<file path="config.mk">
export PLATFORM = sky130hd
export DESIGN_NAME = stall_ctrl
export DESIGN_NICKNAME = d
export VERILOG_FILES = /design/src/rtl/stall_ctrl_pkg.sv /design/src/rtl/md_busy_timer.sv /design/src/rtl/stall_ctrl.sv
export SDC_FILE = /design/constraint.sdc
export NUM_CORES = 1
export LEC_CHECK = 0
export BUFFER_PORTS_ARGS = -buffer_cell sky130_fd_sc_hd__buf_2
export CAP_MARGIN = 20
export CORE_ASPECT_RATIO = 2
export CORE_MARGIN = 1.5
export CORE_UTILIZATION = 31
export CTS_BUF_LIST = sky130_fd_sc_hd__clkbuf_8
export CTS_CLUSTER_DIAMETER = 150
export CTS_CLUSTER_SIZE = 25
export DETAILED_ROUTE_END_ITERATION = 6
export PLACE_DENSITY = 0.64
export SYNTH_ARGS = -nofsm -noshare
export SYNTH_HDL_FRONTEND = slang
export SYNTH_SLANG_ARGS = --single-unit
</file>
<file path="constraint.sdc">
create_clock -name Clk -period 2.29 [get_ports Clk]
set_clock_uncertainty 0.05 [all_clocks]
set_input_delay 0.3435 -clock Clk [delete_from_list [all_inputs] [get_ports Clk]]
set_output_delay 0.3435 -clock Clk [all_outputs]
set_load 0.02 [all_outputs]
</file>
<file path="src/rtl/stall_ctrl_pkg.sv">
// Shared pipeline-control constants for the hazard/stall unit: register-file
// addressing, stall counter limits, HI/LO sequencer state and operation encodings.
package stall_ctrl_pkg;

  localparam int REG_W = 5;
  localparam logic [REG_W-1:0] REG_ZERO = '0;

  localparam int STALL_CNT_W = 32;
  localparam logic [STALL_CNT_W-1:0] STALL_CNT_MAX = {STALL_CNT_W{1'b1}};

  typedef enum logic {
    MD_IDLE = 1'b0,
    MD_BUSY = 1'b1
  } md_state_t;

  typedef enum logic {
    MD_OP_MULT = 1'b0,
    MD_OP_DIV  = 1'b1
  } md_op_t;

  // Counter must hold the longer of the two latencies.
  function automatic int md_cnt_width(input int mult_cycles, input int div_cycles);
    int longest;
    longest = (mult_cycles > div_cycles) ? mult_cycles : div_cycles;
    return $clog2(longest + 1);
  endfunction

endpackage

</file>
<file path="src/rtl/md_busy_timer.sv">
// HI/LO occupancy sequencer: after an accepted Start, Busy stays high for exactly
// MULT_CYCLES or DIV_CYCLES cycles. Starts arriving while busy are dropped.
import stall_ctrl_pkg::*;

module md_busy_timer #(
  parameter int MULT_CYCLES = 5,
  parameter int DIV_CYCLES  = 10
) (
  input  logic Clk,
  input  logic Reset,
  input  logic Start,
  input  logic Op,
  output logic Busy,
  output logic State
);

  localparam int CNT_W = md_cnt_width(MULT_CYCLES, DIV_CYCLES);
  localparam logic [CNT_W-1:0] MULT_LOAD = CNT_W'(MULT_CYCLES);
  localparam logic [CNT_W-1:0] DIV_LOAD  = CNT_W'(DIV_CYCLES);
  localparam logic [CNT_W-1:0] CNT_LAST  = CNT_W'(1);

  md_state_t        state, state_next;
  logic [CNT_W-1:0] cnt, cnt_next;

  always_ff @(posedge Clk or posedge Reset) begin
    if (Reset) begin
      state <= MD_IDLE;
      cnt   <= '0;
    end else begin
      state <= state_next;
      cnt   <= cnt_next;
    end
  end

  always_comb begin
    state_next = state;
    cnt_next   = cnt;
    case (state)
      MD_IDLE: begin
        if (Start) begin
          state_next = MD_BUSY;
          cnt_next   = (md_op_t'(Op) == MD_OP_DIV) ? DIV_LOAD : MULT_LOAD;
        end
      end
      MD_BUSY: begin
        // The cycle holding count 1 is the last busy cycle.
        if (cnt == CNT_LAST) begin
          state_next = MD_IDLE;
          cnt_next   = '0;
        end else begin
          cnt_next = cnt - CNT_LAST;
        end
      end
      default: begin
        state_next = MD_IDLE;
        cnt_next   = '0;
      end
    endcase
  end

  assign Busy  = (state == MD_BUSY);
  assign State = state;

endmodule

</file>
<file path="src/rtl/stall_ctrl.sv">
// Pipeline hazard unit: load-use, branch-operand and HI/LO-busy hazards combine
// into one stall that holds F/D and bubbles D/E; stalled cycles are counted.
import stall_ctrl_pkg::*;

module stall_ctrl #(
  parameter int MULT_CYCLES = 5,
  parameter int DIV_CYCLES  = 10
) (
  input  logic        Clk,
  input  logic        Reset,
  input  logic [4:0]  RsD,
  input  logic [4:0]  RtD,
  input  logic        UseRsD,
  input  logic        UseRtD,
  input  logic        BranchD,
  input  logic        MemReadE,
  input  logic        RegWriteE,
  input  logic [4:0]  WriteRegE,
  input  logic        MdStartE,
  input  logic        MdOpE,
  input  logic        MdUseD,
  output logic        StallF,
  output logic        StallD,
  output logic        FlushE,
  output logic        MdBusy,
  output logic [31:0] StallCnt,
  output logic        MdState
);

  logic        rs_match, rt_match, dest_live;
  logic        load_use, branch_haz, md_haz, stall;
  logic [31:0] stall_cnt_q;

  // $0 is never a real producer, so it can never create a dependency.
  assign dest_live  = (WriteRegE != REG_ZERO);
  assign rs_match   = UseRsD && (RsD == WriteRegE);
  assign rt_match   = UseRtD && (RtD == WriteRegE);

  assign load_use   = MemReadE && dest_live && (rs_match || rt_match);
  assign branch_haz = BranchD && RegWriteE && dest_live && (rs_match || rt_match);
  assign md_haz     = MdUseD && (MdBusy || MdStartE);
  assign stall      = load_use || branch_haz || md_haz;

  assign StallF = stall;
  assign StallD = stall;
  assign FlushE = stall;

  always_ff @(posedge Clk or posedge Reset) begin
    if (Reset) begin
      stall_cnt_q <= '0;
    end else if (stall && (stall_cnt_q != STALL_CNT_MAX)) begin
      stall_cnt_q <= stall_cnt_q + 32'd1;
    end
  end

  assign StallCnt = stall_cnt_q;

  md_busy_timer #(
    .MULT_CYCLES (MULT_CYCLES),
    .DIV_CYCLES  (DIV_CYCLES)
  ) u_md_timer (
    .Clk   (Clk),
    .Reset (Reset),
    .Start (MdStartE),
    .Op    (MdOpE),
    .Busy  (MdBusy),
    .State (MdState)
  );

endmodule

</file>
==> run_summary.xml <==
<?xml version="1.0" encoding="UTF-8"?>
<metrics>
  <group name="grt">
    <metric name="number_of_global_route_vias_before_repair" unit="">1599</metric>
    <metric name="antenna_found_initial" unit="">0</metric>
    <metric name="grt_pass1_wl" unit="um">7424</metric>
    <metric name="grt_remaining_overflow" unit="">0</metric>
    <metric name="grt_max_degree" unit="">38</metric>
    <metric name="grt_use_total" unit="%">13.89</metric>
  </group>
  <group name="power_and_ir_drop">
    <metric name="total_switching_power" unit="mW">0.6492</metric>
    <metric name="share_seq_of_total_power" unit="%">42.7</metric>
    <metric name="power_switching_share" unit="%">31.48</metric>
    <metric name="p_per_area" unit="mW/mm^2">813.5</metric>
    <metric name="static-leakage-power" unit="nW">1.266</metric>
    <metric name="clockPowerShare" unit="%">32.3</metric>
    <metric name="internal_power_consumption" unit="mW">1.413</metric>
    <metric name="ir_worst_vdd" unit="mV">0.4431</metric>
    <metric name="comb_power_share" unit="%">25.0</metric>
  </group>
  <group name="logic_synthesis">
    <metric name="top_area_cells_in_the_synthesized_netlist" unit="">sky130_fd_sc_hd__dfrtp_1, sky130_fd_sc_hd__xnor2_1, sky130_fd_sc_hd__xor2_1</metric>
    <metric name="synth-seq-area-share" unit="%">45.96</metric>
    <metric name="synth_enable_flop_cells" unit="">0</metric>
    <metric name="synth_largest_area_cell" unit="">sky130_fd_sc_hd__dfrtp_1</metric>
    <metric name="post_synth_num_cell_types" unit="">41</metric>
    <metric name="synth.most_common_cell" unit="">sky130_fd_sc_hd__dfrtp_1</metric>
    <metric name="postSynth.asyncResetShare" unit="%">100.0</metric>
    <metric name="postSynthCellCount" unit="">189</metric>
    <metric name="synth.cell_area" unit="sq mm">0.002014</metric>
    <metric name="synthTopCellsByCount" unit="">sky130_fd_sc_hd__dfrtp_1, sky130_fd_sc_hd__xnor2_1, sky130_fd_sc_hd__nand2_1, sky130_fd_sc_hd__nand3_1</metric>
    <metric name="yosysWarningCount" unit="">0</metric>
    <metric name="synth.ff_latch_count" unit="">37</metric>
    <metric name="synth.avg_cell_area" unit="sq um">10.66</metric>
    <metric name="synth_top_area_share" unit="%">45.96</metric>
    <metric name="syn_nets" unit="">217</metric>
    <metric name="top_reg_cell_synth" unit="">sky130_fd_sc_hd__dfrtp_1</metric>
  </group>
  <group name="clocking">
    <metric name="cts-root-to-sink-buffers" unit="">2</metric>
    <metric name="cts_root_buffer" unit="">sky130_fd_sc_hd__clkbuf_8</metric>
    <metric name="tritoncts_clock_tree" unit="">yes</metric>
    <metric name="cts_sinks" unit="">37</metric>
    <metric name="htree_num_levels" unit="">2</metric>
    <metric name="clock_latency" unit="ns">0.29</metric>
    <metric name="clk_pin_slew" unit="ns">0.07</metric>
    <metric name="post_cts.resized_instances" unit="">0</metric>
    <metric name="post_cts.repair.setup_buffers" unit="">0</metric>
    <metric name="cts_buffers" unit="">5</metric>
    <metric name="cts-hold-fix-buffers" unit="">0</metric>
  </group>
  <group name="worst_setup_path">
    <metric name="cpMaxStageDelayCell" unit="">sky130_fd_sc_hd__dfrtp_1</metric>
    <metric name="reg2regPathDepth" unit="">6</metric>
    <metric name="worst-r2r-setup-slack" unit="ns">0.26</metric>
    <metric name="max_stage_delay" unit="ns">0.52</metric>
    <metric name="end_kind" unit="">output port</metric>
    <metric name="path_cells" unit="">o21a_1 &gt; a21oi_1 &gt; inv_1 &gt; buf_2</metric>
    <metric name="crit_path_max_fanout" unit="">14</metric>
    <metric name="cp.buffers_inverters" unit="">2</metric>
    <metric name="timing.rr.start" unit="">StallCnt[0]$_DFFE_PP0P_</metric>
    <metric name="timing.critical_path.arrival" unit="ns">1.65</metric>
    <metric name="critical_path.reg2reg.endpoint" unit="">StallCnt[26]$_DFFE_PP0P_</metric>
    <metric name="cp_top_family" unit="">compound AO/OA/AOI/OAI gates</metric>
    <metric name="cp-start-kind" unit="">register</metric>
    <metric name="setup.worst_path.class" unit="">register to output port</metric>
    <metric name="crit_required" unit="ns">1.90</metric>
  </group>
  <group name="drt">
    <metric name="initialDrtViolationCount" unit="">52</metric>
    <metric name="detailedRoute.firstPassIterationCount" unit="">4</metric>
    <metric name="wire_per_inst" unit="um">13.04</metric>
    <metric name="post_drt_via_cell_ratio" unit="">4.708</metric>
    <metric name="drtAntennaViolNets" unit="">0</metric>
    <metric name="wirelength" unit="um">4419</metric>
    <metric name="route.detailed.drc" unit="">0</metric>
    <metric name="routed_vias" unit="">1596</metric>
  </group>
  <group name="floorplan">
    <metric name="core_region_area" unit="sq mm">0.006310</metric>
    <metric name="i_o_pin_count" unit="">62</metric>
    <metric name="floorplan.die.width" unit="um">60</metric>
    <metric name="rows" unit="">41</metric>
    <metric name="die_h" unit="um">117</metric>
    <metric name="die-area" unit="sq mm">0.007020</metric>
    <metric name="initial_core_util" unit="%">31.93</metric>
  </group>
  <group name="sta">
    <metric name="setup_repair_after_global_routing_missed_its_margin" unit="">false</metric>
    <metric name="timing.final.max_slew_violations" unit="">0</metric>
    <metric name="setup_viol" unit="">0</metric>
    <metric name="fin_setup_tns" unit="ns">0</metric>
    <metric name="timing_worst_slew_pin_value" unit="ns">0.5031</metric>
    <metric name="fmaxAchievable" unit="MHz">488.6</metric>
    <metric name="fin_crit_sh" unit="%">89.38</metric>
    <metric name="finalWorstPathRequiredPeriod" unit="ns">2.047</metric>
    <metric name="hold_viol_final" unit="">0</metric>
    <metric name="worst_slew_margin_rel" unit="%">66.21</metric>
  </group>
  <group name="layout">
    <metric name="syn2layout_area_growth" unit="%">25.84</metric>
    <metric name="num-nets-final" unit="">280</metric>
    <metric name="layout-drive-gt1-share" unit="%">33.60</metric>
    <metric name="diodes" unit="">0</metric>
    <metric name="number_of_cells_in_the_finished_layout_apart_from_fillers" unit="">339</metric>
    <metric name="final_area" unit="sq mm">0.002535</metric>
  </group>
  <group name="placed_design">
    <metric name="place.port_buffers" unit="">61</metric>
    <metric name="dpl-instance-area" unit="sq mm">0.002401</metric>
    <metric name="hpwlAfterDp" unit="um">3400</metric>
    <metric name="finalWeightedCongestion" unit="">0.8002</metric>
    <metric name="dpl.cell_count" unit="">331</metric>
  </group>
  <group name="outcome">
    <metric name="result_of_the_run" unit="">completed</metric>
  </group>
  <group name="job">
    <metric name="maxCapViolations" unit="">0</metric>
  </group>
  <group name="min_path">
    <metric name="worstHoldPathType" unit="">input port to async pin</metric>
  </group>
</metrics>
[per-stage QoR]
stage	hold slack (ns)	setup slack (ns)	util, %	total power, mW
floorplan	0.4012	0.3012	-	1.256
CTS	0.1220	0.2252	40.17	2.091
global route	0.1457	0.05340	40.17	2.198
detailed placement	0.4363	0.08936	38.05	1.416
finish	0.1007	0.2433	40.17	2.062
global placement	0.4255	0.1634	38.05	1.402
[final cells by class]
cell class	count	area, sq um
inverter	5	18.77
multi-input combinational	140	1028
clock buffer	5	68.82
clock inverter	3	65.06
fill	650	3775
timing repair buffer	63	320.3
tap	86	107.6
sequential	37	925.9
[cells by family after synthesis]
group / count (synthesis) / synth area share, %
AO/OA/AOI/OAI: 16 / 4.969
XOR/XNOR: 41 / 17.83
adder cells (fa/ha/maj): 3 / 1.864
buffers and inverters: 12 / 2.981
flip-flops: 37 / 45.96
multiplexers: 3 / 1.615
AND/OR/NAND/NOR: 77 / 24.78
[worst max path at each step]
stage	startpoint	endpoint	cells after the start	slack, ns
after floorplan	StallCnt[0]$_DFFE_PP0P_	StallCnt[11]$_DFFE_PP0P_	9	0.30
after global placement	WriteRegE[2]	StallCnt[28]$_DFFE_PP0P_	8	0.16
after detailed placement	WriteRegE[2]	StallCnt[24]$_DFFE_PP0P_	8	0.09
after CTS	StallCnt[0]$_DFFE_PP0P_	StallCnt[26]$_DFFE_PP0P_	6	0.23
after global routing	StallCnt[0]$_DFFE_PP0P_	StallCnt[24]$_DFFE_PP0P_	6	0.05
final	u_md_timer.Busy$_DFF_PP0_	FlushE	4	0.24
[cell usage in the layout, fill, tap and decap left out, drive strengths merged, types with 2 or more instances in the layout]
master / count
a21oi: 5
and3: 6
and4: 3
buf: 63
bufinv: 2
clkbuf: 5
dfrtp: 37
ha: 3
inv: 5
mux2: 2
nand2: 17
nand2b: 3
nand3: 17
nand4: 7
nor2: 10
nor3: 4
o21ai: 4
o22ai: 2
xnor2: 31
xor2: 10
[power groups by stage]
stage / Clock, mW / Sequential, mW / Combinational (mW)
2_1_floorplan: 0 / 0.928 / 0.328
3_3_place_gp: 0 / 0.888 / 0.514
3_5_place_dp: 0 / 0.892 / 0.524
4_1_cts: 0.685 / 0.879 / 0.526
5_1_grt: 0.715 / 0.894 / 0.589
6_report: 0.666 / 0.880 / 0.516
[sequential cells by signal (all words and copies together) (netlist names)]
name	count
StallCnt	32
u_md_timer.Busy	1
u_md_timer.cnt	4
[tightest hold or removal path, stage by stage]
cell and delay, ns:
sky130_fd_sc_hd__buf_2 0.09, sky130_fd_sc_hd__inv_1 0.04, sky130_fd_sc_hd__buf_4 0.40
[layer usage]
layer / vias to the layer above / GRT usage, % / wire [um]
li1: 779 / - / -
met1: 772 / 15.72 / 1724
met2: 37 / 24.06 / 2448
met3: 8 / 2.527 / 144
met4: 0 / 7.111 / 102
met5: - / 0 / 0
Note: power is estimated with default switching activity, not from simulation.
